### src/rtl/aibcr3_scan_seq_ctrl_if.sv
// Command/response handshake between an ATPG pattern source and the scan sequencer.
interface aibcr3_scan_seq_ctrl_if #(
    parameter int CHAIN_LEN = 32
);
    logic                   cmd_valid;
    logic                   cmd_ready;
    logic                   cmd_capture;
    logic [4*CHAIN_LEN-1:0] cmd_pattern;
    logic                   abort;
    logic                   rsp_valid;
    logic                   rsp_ready;
    logic [4*CHAIN_LEN-1:0] rsp_data;

    modport master (
        output cmd_valid, cmd_capture, cmd_pattern, abort, rsp_ready,
        input  cmd_ready, rsp_valid, rsp_data
    );
    modport slave (
        input  cmd_valid, cmd_capture, cmd_pattern, abort, rsp_ready,
        output cmd_ready, rsp_valid, rsp_data
    );
endinterface

### src/rtl/aibcr3_scan_seq_ctrl.sv
// ATPG scan sequencer: shifts one 4-segment pattern into the boundary-scan segments,
// collects the returned bits, optionally pulses capture, and returns the unloaded data.
module aibcr3_scan_seq_ctrl #(
    parameter int CHAIN_LEN = 32,
    parameter int CNT_W     = 6
) (
    input  logic                         clk,
    input  logic                         rst,
    aibcr3_scan_seq_ctrl_if.slave        ctl,
    output logic                         iatpg_scan_mode_n,
    output logic                         buf_iatpg_bsr_scan_shift_n,
    output logic                         buf_iatpg_bsr0_scan_in,
    output logic                         buf_iatpg_bsr1_scan_in,
    output logic                         buf_iatpg_bsr2_scan_in,
    output logic                         buf_iatpg_bsr3_scan_in,
    output logic                         buf_iatpg_bsr0_scan_shift_clk,
    output logic                         buf_iatpg_bsr1_scan_shift_clk,
    output logic                         buf_iatpg_bsr2_scan_shift_clk,
    output logic                         buf_iatpg_bsr3_scan_shift_clk,
    input  logic                         scan_out_seg0,
    input  logic                         scan_out_seg1,
    input  logic                         scan_out_seg2,
    input  logic                         scan_out_seg3
);
    localparam int IDX_W = (CHAIN_LEN > 1) ? $clog2(CHAIN_LEN) : 1;
    localparam logic [CNT_W-1:0] LAST = CNT_W'(CHAIN_LEN - 1);

    typedef enum logic [2:0] {
        IDLE, SETUP, SHIFT, HOLD, CAP_HI, CAP_LO, DONE
    } state_t;

    state_t               state_reg, state_next;
    logic                 phase_reg, phase_next;
    logic [CNT_W-1:0]     cnt_reg, cnt_next;
    logic                 cap_reg, cap_next;
    logic [CHAIN_LEN-1:0] pat_reg [4];
    logic [CHAIN_LEN-1:0] pat_next [4];
    logic [CHAIN_LEN-1:0] data_reg [4];
    logic [CHAIN_LEN-1:0] data_next [4];
    logic [3:0]           scan_in_reg, scan_in_next;
    logic                 shift_clk_reg, shift_clk_next;
    logic                 shift_n_reg, shift_n_next;
    logic                 mode_n_reg, mode_n_next;
    logic                 rsp_valid_reg, rsp_valid_next;
    logic                 cmd_ready_reg, cmd_ready_next;
    logic                 load_next;
    logic [3:0]           scan_out_vec;
    logic [IDX_W-1:0]     cnt_idx, cnt_next_idx;

    assign scan_out_vec = {scan_out_seg3, scan_out_seg2, scan_out_seg1, scan_out_seg0};
    assign cnt_idx      = cnt_reg[IDX_W-1:0];
    assign cnt_next_idx = cnt_next[IDX_W-1:0];

    always_comb begin
        state_next = state_reg;
        phase_next = phase_reg;
        cnt_next   = cnt_reg;
        cap_next   = cap_reg;
        for (int s = 0; s < 4; s++) begin
            pat_next[s]  = pat_reg[s];
            data_next[s] = data_reg[s];
        end

        // The return bit of period i is taken at the end of its low phase.
        if (state_reg == SHIFT && !phase_reg) begin
            for (int s = 0; s < 4; s++) begin
                data_next[s][cnt_idx] = scan_out_vec[s];
            end
        end

        if (ctl.abort) begin
            state_next = IDLE;
        end else begin
            case (state_reg)
                IDLE: begin
                    if (ctl.cmd_valid && cmd_ready_reg) begin
                        for (int s = 0; s < 4; s++) begin
                            pat_next[s] = ctl.cmd_pattern[s*CHAIN_LEN +: CHAIN_LEN];
                        end
                        cap_next   = ctl.cmd_capture;
                        cnt_next   = '0;
                        phase_next = 1'b0;
                        state_next = SETUP;
                    end
                end
                SETUP: begin
                    cnt_next   = '0;
                    phase_next = 1'b0;
                    state_next = SHIFT;
                end
                SHIFT: begin
                    if (!phase_reg) begin
                        phase_next = 1'b1;
                    end else begin
                        phase_next = 1'b0;
                        if (cnt_reg == LAST) begin
                            state_next = HOLD;
                        end else begin
                            cnt_next = cnt_reg + CNT_W'(1);
                        end
                    end
                end
                HOLD:    state_next = cap_reg ? CAP_HI : DONE;
                CAP_HI:  state_next = CAP_LO;
                CAP_LO:  state_next = DONE;
                DONE: begin
                    if (ctl.rsp_ready) begin
                        state_next = IDLE;
                    end
                end
                default: state_next = IDLE;
            endcase
        end

        // Outputs are registered images of the state being entered.
        mode_n_next    = (state_next == IDLE);
        cmd_ready_next = (state_next == IDLE);
        rsp_valid_next = (state_next == DONE);
        load_next      = (state_next == SETUP) || (state_next == SHIFT);
        shift_n_next   = !load_next;
        shift_clk_next = ((state_next == SHIFT) && phase_next) || (state_next == CAP_HI);
    end

    generate
        for (genvar gi = 0; gi < 4; gi++) begin : g_seg
            assign scan_in_next[gi] = load_next & pat_next[gi][cnt_next_idx];
            assign ctl.rsp_data[gi*CHAIN_LEN +: CHAIN_LEN] = data_reg[gi];
        end
    endgenerate

    always_ff @(posedge clk) begin
        if (rst) begin
            state_reg     <= IDLE;
            phase_reg     <= 1'b0;
            cnt_reg       <= '0;
            cap_reg       <= 1'b0;
            scan_in_reg   <= '0;
            shift_clk_reg <= 1'b0;
            shift_n_reg   <= 1'b1;
            mode_n_reg    <= 1'b1;
            rsp_valid_reg <= 1'b0;
            cmd_ready_reg <= 1'b1;
            for (int s = 0; s < 4; s++) begin
                pat_reg[s]  <= '0;
                data_reg[s] <= '0;
            end
        end else begin
            state_reg     <= state_next;
            phase_reg     <= phase_next;
            cnt_reg       <= cnt_next;
            cap_reg       <= cap_next;
            scan_in_reg   <= scan_in_next;
            shift_clk_reg <= shift_clk_next;
            shift_n_reg   <= shift_n_next;
            mode_n_reg    <= mode_n_next;
            rsp_valid_reg <= rsp_valid_next;
            cmd_ready_reg <= cmd_ready_next;
            for (int s = 0; s < 4; s++) begin
                pat_reg[s]  <= pat_next[s];
                data_reg[s] <= data_next[s];
            end
        end
    end

    assign ctl.cmd_ready                 = cmd_ready_reg;
    assign ctl.rsp_valid                 = rsp_valid_reg;
    assign iatpg_scan_mode_n             = mode_n_reg;
    assign buf_iatpg_bsr_scan_shift_n    = shift_n_reg;
    assign buf_iatpg_bsr0_scan_in        = scan_in_reg[0];
    assign buf_iatpg_bsr1_scan_in        = scan_in_reg[1];
    assign buf_iatpg_bsr2_scan_in        = scan_in_reg[2];
    assign buf_iatpg_bsr3_scan_in        = scan_in_reg[3];
    assign buf_iatpg_bsr0_scan_shift_clk = shift_clk_reg;
    assign buf_iatpg_bsr1_scan_shift_clk = shift_clk_reg;
    assign buf_iatpg_bsr2_scan_shift_clk = shift_clk_reg;
    assign buf_iatpg_bsr3_scan_shift_clk = shift_clk_reg;
endmodule

### src/flat_wrapper.sv
// flat-port wrapper written by rule: the top's interface ports become plain ports
module aibcr3_scan_seq_ctrl_flat 
#(
    parameter int CHAIN_LEN = 32,
    parameter int CNT_W     = 6
)
  (clk, rst, iatpg_scan_mode_n, buf_iatpg_bsr_scan_shift_n, buf_iatpg_bsr0_scan_in, buf_iatpg_bsr1_scan_in, buf_iatpg_bsr2_scan_in, buf_iatpg_bsr3_scan_in, buf_iatpg_bsr0_scan_shift_clk, buf_iatpg_bsr1_scan_shift_clk, buf_iatpg_bsr2_scan_shift_clk, buf_iatpg_bsr3_scan_shift_clk, scan_out_seg0, scan_out_seg1, scan_out_seg2, scan_out_seg3, ctl_cmd_valid, ctl_cmd_capture, ctl_cmd_pattern, ctl_abort, ctl_rsp_ready, ctl_cmd_ready, ctl_rsp_valid, ctl_rsp_data);
  aibcr3_scan_seq_ctrl_if #(.CHAIN_LEN(CHAIN_LEN)) ctl_i ();
  input  logic clk;
  input  logic rst;
  output logic iatpg_scan_mode_n;
  output logic buf_iatpg_bsr_scan_shift_n;
  output logic buf_iatpg_bsr0_scan_in;
  output logic buf_iatpg_bsr1_scan_in;
  output logic buf_iatpg_bsr2_scan_in;
  output logic buf_iatpg_bsr3_scan_in;
  output logic buf_iatpg_bsr0_scan_shift_clk;
  output logic buf_iatpg_bsr1_scan_shift_clk;
  output logic buf_iatpg_bsr2_scan_shift_clk;
  output logic buf_iatpg_bsr3_scan_shift_clk;
  input  logic scan_out_seg0;
  input  logic scan_out_seg1;
  input  logic scan_out_seg2;
  input  logic scan_out_seg3;
  input wire logic [$bits(ctl_i.cmd_valid)-1:0] ctl_cmd_valid;
  input wire logic [$bits(ctl_i.cmd_capture)-1:0] ctl_cmd_capture;
  input wire logic [$bits(ctl_i.cmd_pattern)-1:0] ctl_cmd_pattern;
  input wire logic [$bits(ctl_i.abort)-1:0] ctl_abort;
  input wire logic [$bits(ctl_i.rsp_ready)-1:0] ctl_rsp_ready;
  output wire logic [$bits(ctl_i.cmd_ready)-1:0] ctl_cmd_ready;
  output wire logic [$bits(ctl_i.rsp_valid)-1:0] ctl_rsp_valid;
  output wire logic [$bits(ctl_i.rsp_data)-1:0] ctl_rsp_data;
  assign ctl_i.cmd_valid = ctl_cmd_valid;
  assign ctl_i.cmd_capture = ctl_cmd_capture;
  assign ctl_i.cmd_pattern = ctl_cmd_pattern;
  assign ctl_i.abort = ctl_abort;
  assign ctl_i.rsp_ready = ctl_rsp_ready;
  assign ctl_cmd_ready = ctl_i.cmd_ready;
  assign ctl_rsp_valid = ctl_i.rsp_valid;
  assign ctl_rsp_data = ctl_i.rsp_data;
  aibcr3_scan_seq_ctrl #(.CHAIN_LEN(CHAIN_LEN), .CNT_W(CNT_W)) u_core (.clk(clk), .rst(rst), .ctl(ctl_i), .iatpg_scan_mode_n(iatpg_scan_mode_n), .buf_iatpg_bsr_scan_shift_n(buf_iatpg_bsr_scan_shift_n), .buf_iatpg_bsr0_scan_in(buf_iatpg_bsr0_scan_in), .buf_iatpg_bsr1_scan_in(buf_iatpg_bsr1_scan_in), .buf_iatpg_bsr2_scan_in(buf_iatpg_bsr2_scan_in), .buf_iatpg_bsr3_scan_in(buf_iatpg_bsr3_scan_in), .buf_iatpg_bsr0_scan_shift_clk(buf_iatpg_bsr0_scan_shift_clk), .buf_iatpg_bsr1_scan_shift_clk(buf_iatpg_bsr1_scan_shift_clk), .buf_iatpg_bsr2_scan_shift_clk(buf_iatpg_bsr2_scan_shift_clk), .buf_iatpg_bsr3_scan_shift_clk(buf_iatpg_bsr3_scan_shift_clk), .scan_out_seg0(scan_out_seg0), .scan_out_seg1(scan_out_seg1), .scan_out_seg2(scan_out_seg2), .scan_out_seg3(scan_out_seg3));
endmodule
### config.mk
export PLATFORM = sky130hd
export DESIGN_NAME = aibcr3_scan_seq_ctrl_flat
export DESIGN_NICKNAME = d
export VERILOG_FILES = /design/src/rtl/aibcr3_scan_seq_ctrl_if.sv /design/src/rtl/aibcr3_scan_seq_ctrl.sv /design/src/flat_wrapper.sv
export SDC_FILE = /design/constraint.sdc
export NUM_CORES = 1
export LEC_CHECK = 0
export CORE_AREA = 2 2 171 240
export CTS_CLUSTER_DIAMETER = 120
export CTS_CLUSTER_SIZE = 28
export DETAILED_ROUTE_END_ITERATION = 6
export DIE_AREA = 0 0 173 242
export PLACE_DENSITY = 0.51
export SYNTH_ARGS = -nofsm -noshare
export SYNTH_HDL_FRONTEND = slang
export SYNTH_SLANG_ARGS = --single-unit
export TNS_END_PERCENT = 1
### constraint.sdc
create_clock -name clk -period 4.3 [get_ports clk]
set_input_delay 1.29 -clock clk [delete_from_list [all_inputs] [get_ports clk]]
set_output_delay 1.29 -clock clk [all_outputs]
set_load 0.03 [all_outputs]
== Word level (Yosys, flattened, before mapping) ==
Memories as Yosys holds them, arrays and structs flattened.
Index checks and enable logic that the tools add are counted.

* Register bits after elaboration: 19
* Bits in writable memories: 256
* Input bits: 138
* Output and inout bits: 140
* Word-level logic and storage cells: 101
* Memories kept: 2

{| class="wikitable"
|+ Memory list
! name !! depth !! width !! read ports !! clocked after memory_dff !! write ports !! RTL line !! source
|-
| u_core.data_reg || 4 || 32 || 4 || 0 || 4 || aibcr3_scan_seq_ctrl.sv:38 || <nowiki>logic [CHAIN_LEN-1:0] data_reg [4];</nowiki>
|-
| u_core.pat_reg || 4 || 32 || 4 || 0 || 4 || aibcr3_scan_seq_ctrl.sv:36 || <nowiki>logic [CHAIN_LEN-1:0] pat_reg [4];</nowiki>
|}

* Add/sub/neg operators: 1
* Order comparisons: 3
* Equality and inequality tests: 14
* Mux-type cells: 45
* Bitwise operators: 13
* Reductions and logical operators: 13

{| class="wikitable"
|+ Operator list
! operator !! count
|-
| $mux 128 || 4
|-
| $mux 32 || 8
|-
| $bwmux 32 || 4
|-
| $pmux 3 s7 || 1
|-
| $bmux 1 s5 || 4
|-
| $mux 6 || 3
|-
| $pmux 6 s3 || 1
|-
| $eq 3x3->1 const B || 5
|-
| $mux 3 || 5
|-
| $lt 5x6->1 const B || 2
|-
| $mux 1 || 11
|-
| $eq 3x2->1 const B || 3
|-
| $or 1x1->1 || 8
|-
| $add 6x1->6 const B || 1
|-
| $eq 3x1->1 const B || 2
|-
| $eq 6x5->1 const B || 1
|-
| $logic_not 3->1 || 2
|-
| $demux 1 s5 || 1
|-
| $ge 5x1->1 const B || 1
|-
| $mux 5 || 1
|-
| $reduce_and 5->1 || 1
|-
| $and 1x1->1 || 4
|-
| $logic_and 1x1->1 || 4
|-
| $ne 2x1->1 const B || 2
|-
| other kinds (8) || 10
|}

== Depth between registers and ports, before layout ==
* Word-level depth: 8
* Depth in mapped cells: 12
* Gate-level depth less buffers: 9

== Least setup slack after synthesis ==
Ideal clock, no wire load.

* Path kind: input port to flip-flop
* From: in ctl_abort
* To: reg u_core.scan_in_reg[3]
* Setup time: 134 ps
* Arrival time: 3,370 ps
* Slack: 796 ps
* Stages on the path: 10
* Cells stage by stage: buf_4 -> nor4b_4 -> o211ai_4 -> o22a_1 -> buf_6 -> and3_1 -> a2111oi_1 -> o221ai_1 -> a22oi_2 -> o221ai_1

* Word-level cells in the longest chain between the ends: 4
* Elaborated cells between the ends (all ways): 9
* Classes of those cells: eq/ne (2); mux (5); bitwise (1); reduce/logical (1)

{| class="wikitable"
|+ Ends and longest elaborated chain
! what !! RTL line !! source
|-
| from (decl) || flat_wrapper.sv:28 || <nowiki>input wire logic [$bits(ctl_i.abort)-1:0] ctl_abort;</nowiki>
|-
| $mux 128 (tied with other cells) || aibcr3_scan_seq_ctrl.sv:71 || <nowiki>if (ctl.abort) begin</nowiki>
|-
| $bmux 1 s5 (tied with other cells) || aibcr3_scan_seq_ctrl.sv:126 || <nowiki>assign scan_in_next[gi] = load_next & pat_next[gi][cnt_next_idx];</nowiki>
|-
| $mux 1 (implied by the code) / $logic_or 1x1->1 (equally long branches) || aibcr3_scan_seq_ctrl.sv:126, aibcr3_scan_seq_ctrl.sv:119 ||
|-
| $and 1x1->1 * || aibcr3_scan_seq_ctrl.sv:126 ||
|-
| to (signal assigned) || aibcr3_scan_seq_ctrl.sv:152 || <nowiki>scan_in_reg <= scan_in_next;</nowiki>
|-
| to (decl) || aibcr3_scan_seq_ctrl.sv:40 || <nowiki>logic [3:0] scan_in_reg, scan_in_next;</nowiki>
|}

Every way passes the cells marked *; elsewhere a longest branch is shown, timed or not. The select of a mux whose other input is x is not followed.
A chain may end at the register's enable or synchronous reset.

== Final worst setup path ==
* From: in ctl_abort
* To: reg u_core.scan_in_reg[0]

Same word-level chain as after synthesis.

==> impl_metrics.yaml <==
power:
  total_power_uw: 4520
  irDropWorstVdd_mv: 0.175
  p_leak_uw: 0.00510
  powerDensity_nw_per_um2: 292
grt:
  grt_pass1_wl_um: 63100
  grt_max_degree: 113
  grt_pass1_vias: 11100
  antenna_found_initial: 1
  gr-total-overflow: 0
  grtUsageTotal_pct: 18.6
critical_path:
  critPathLaunch: "ctl_abort"
  critical_path_arrival_ns: 4.41
  endpoint_kind: "register"
  reg2reg_from: "u_core.cnt_reg[3]"
  crit_path_end: "u_core.scan_in_reg[0]"
  setup.worst_path.start_class: "input port"
  worstSetupPathType: "in2reg"
  crit_path_max_fanout: 46
  r2r_setup_slack_ns: 0.82
  worstPathRequired_ns: 4.74
  worstRegToRegCells: 9
  r2r_end: "u_core.scan_in_reg[3]"
cts:
  worstSkewPairLatency_ns: 0.50
  htree_levels: 1
  cts_setup_buffers: 0
  clockRootBuffer: "clkbuf_16"
  cts_resized: 0
  cts.clk_slew.worst_paths_ns: 0.11
  cts_tree: "built"
  clockBufferDepth: 3
  cts_buffers: 13
  cts.sinks: 275
  hold_buffers: 0
final_layout:
  fin_cells: 2313
  final_common_cell: "nand2_1"
  drive_gt1_share_pct: 5.17
  final_cell_mix: "nand2_1, clkdlybuf4s50_1, dfxtp_1"
  finalCoreUtilization_pct: 38.9
  fin_nets: 1921
  area_growth_pct: 31.2
  finalInstanceArea_um2: 15500
drt:
  drc: 0
  totalWireLength_um: 40400
  drtIter0Drc: 816
  vias: 11700
  wl_per_cell_um: 17.5
  dr.pass1.iters: 7
  vias_per_cell: 5.04
  antenna_left: 0
sta:
  worstMarginPinSlew_ns: 1.10
  slew_violations: 0
  hold_ws_ns: 0.460
  finalSetupViolations: 0
  min_period_ns: 3.97
  clock_skew_ns: 0.0114
  slew_headroom_pct: 26.0
  finalHoldViolCount: 0
  period_share_pct: 92.3
  max_freq_mhz: 252
  rsz0062_at_grt: "false"
synthesis:
  synth_fp_nets: 1725
  synth_edf_count: 0
  async_reset_ff_share_pct: 0
  ys_seq_area_share_pct: 46.6
  synthesis.instances: 1583
  yosys_warnings: 0
  ys_types: 66
  synth_seq_cells: 275
  yosys-top-cells-area: "dfxtp_1, nand2_1, a21oi_1"
  syn-cell-area_um2: 11800
  avgSynthCellArea_um2: 7.47
  synthFlopType: "dfxtp_1"
  synth_top_cell_area_share_pct: 46.6
  synth_area_leader_cell: "dfxtp_1"
worst_hold_path:
  hp-class: "reg2reg"
floorplan:
  rows: 87
  chipWidth_um: 173
  io_pins: 278
  die_area_um2: 41900
  start_util_pct: 29.7
  core_area_um2: 39800
  dieHeight_um: 242
placement:
  port-buffer-count: 277
  place_hpwl_um: 28200
  dpl_cell_area_um2: 15200
  gp_congestion: 0.808
  dp.cells: 2298
status:
  status: "finished clean"
job:
  maxCapViolations: 0
-- critical path, cell delays in order --
cell	delay (ns)
clkdlybuf4s50_1	0.56
nor4b_4	0.50
nand2_1	0.19
o22a_1	0.48
nand2_1	0.23
buf_12	0.24
a211oi_1	0.12
a311oi_1	0.44
o32a_1	0.24
o2bb2ai_1	0.10
-- synthesized netlist by cell type, drive strengths merged, types with 3 or more instances --
cell type  instances
and3              20
buf               32
o211ai             4
o41ai              4
nand2            469
o2bb2ai            4
a221oi             5
nor2              48
inv                6
a31o               3
a2111oi            7
clkbuf           119
o21ai             29
dfxtp            275
a31oi             15
o31ai              4
or3                3
nor3              14
a211oi            22
o221ai             3
o22ai             13
a21oi            274
nor3b              6
ha                 4
nand3            140
a311oi            10
mux2i              9
-- per-stage QoR --
step / worst slack [ns] / TNS [ns]
global placement: -0.0259 / -0.0259
finish: 0.330 / 0
CTS: 0.425 / 0
floorplan: 0.796 / 0
detailed placement: -0.114 / -0.246
global route: 0.192 / 0
-- how the worst min path moves through the flow --
| stage | end | from | depth (start not counted) |
|---|---|---|---|
| 2_1_floorplan | u_core.pat_reg[3][30] | u_core.pat_reg[3][30] | 2 |
| 3_3_place_gp | u_core.pat_reg[3][1] | u_core.pat_reg[3][1] | 2 |
| 3_5_place_dp | u_core.pat_reg[0][14] | u_core.pat_reg[0][14] | 2 |
| 4_1_cts | u_core.pat_reg[0][14] | u_core.pat_reg[0][14] | 2 |
| 5_1_grt | u_core.data_reg[3][21] | u_core.data_reg[3][21] | 2 |
| 6_report | u_core.pat_reg[0][14] | u_core.pat_reg[0][14] | 2 |
-- layer usage --
layer	vias up	global-route usage, %	wire length, um
met5	-	0	0
met4	0	5.16	912
met3	47	2.34	1840
met2	345	33.5	20300
met1	5455	23.1	17300
li1	5815	-	-
-- where the power goes --
part	internal (uW)	switching, uW
clock network	553	826
logic	222	262
registers	2610	45.7
-- area by class of cell --
type / instances / area [um2]
clock inverter: 1 / 7.51
sequential: 275 / 5510
multi-input combinational: 1151 / 5720
antenna: 1 / 2.50
inverter: 6 / 22.5
fill: 4217 / 24300
clock buffer: 13 / 325
timing repair buffer: 332 / 3260
tap: 534 / 668
-- cell families (layout without fill, tap and decap cells) --
| family | Yosys count | after routing | share of synthesized area [%] |
|---|---|---|---|
| other | 0 | 1 | 0 |
| buffers and inverters | 157 | 352 | 5.48 |
| muxes | 9 | 9 | 0.762 |
| and+or+nand+nor | 719 | 719 | 25.9 |
| AOI/OAI and AO/OA | 419 | 419 | 20.9 |
| adders and majority gates | 4 | 4 | 0.423 |
| DFF | 275 | 275 | 46.6 |
Note: power is estimated with default switching activity, not from simulation.
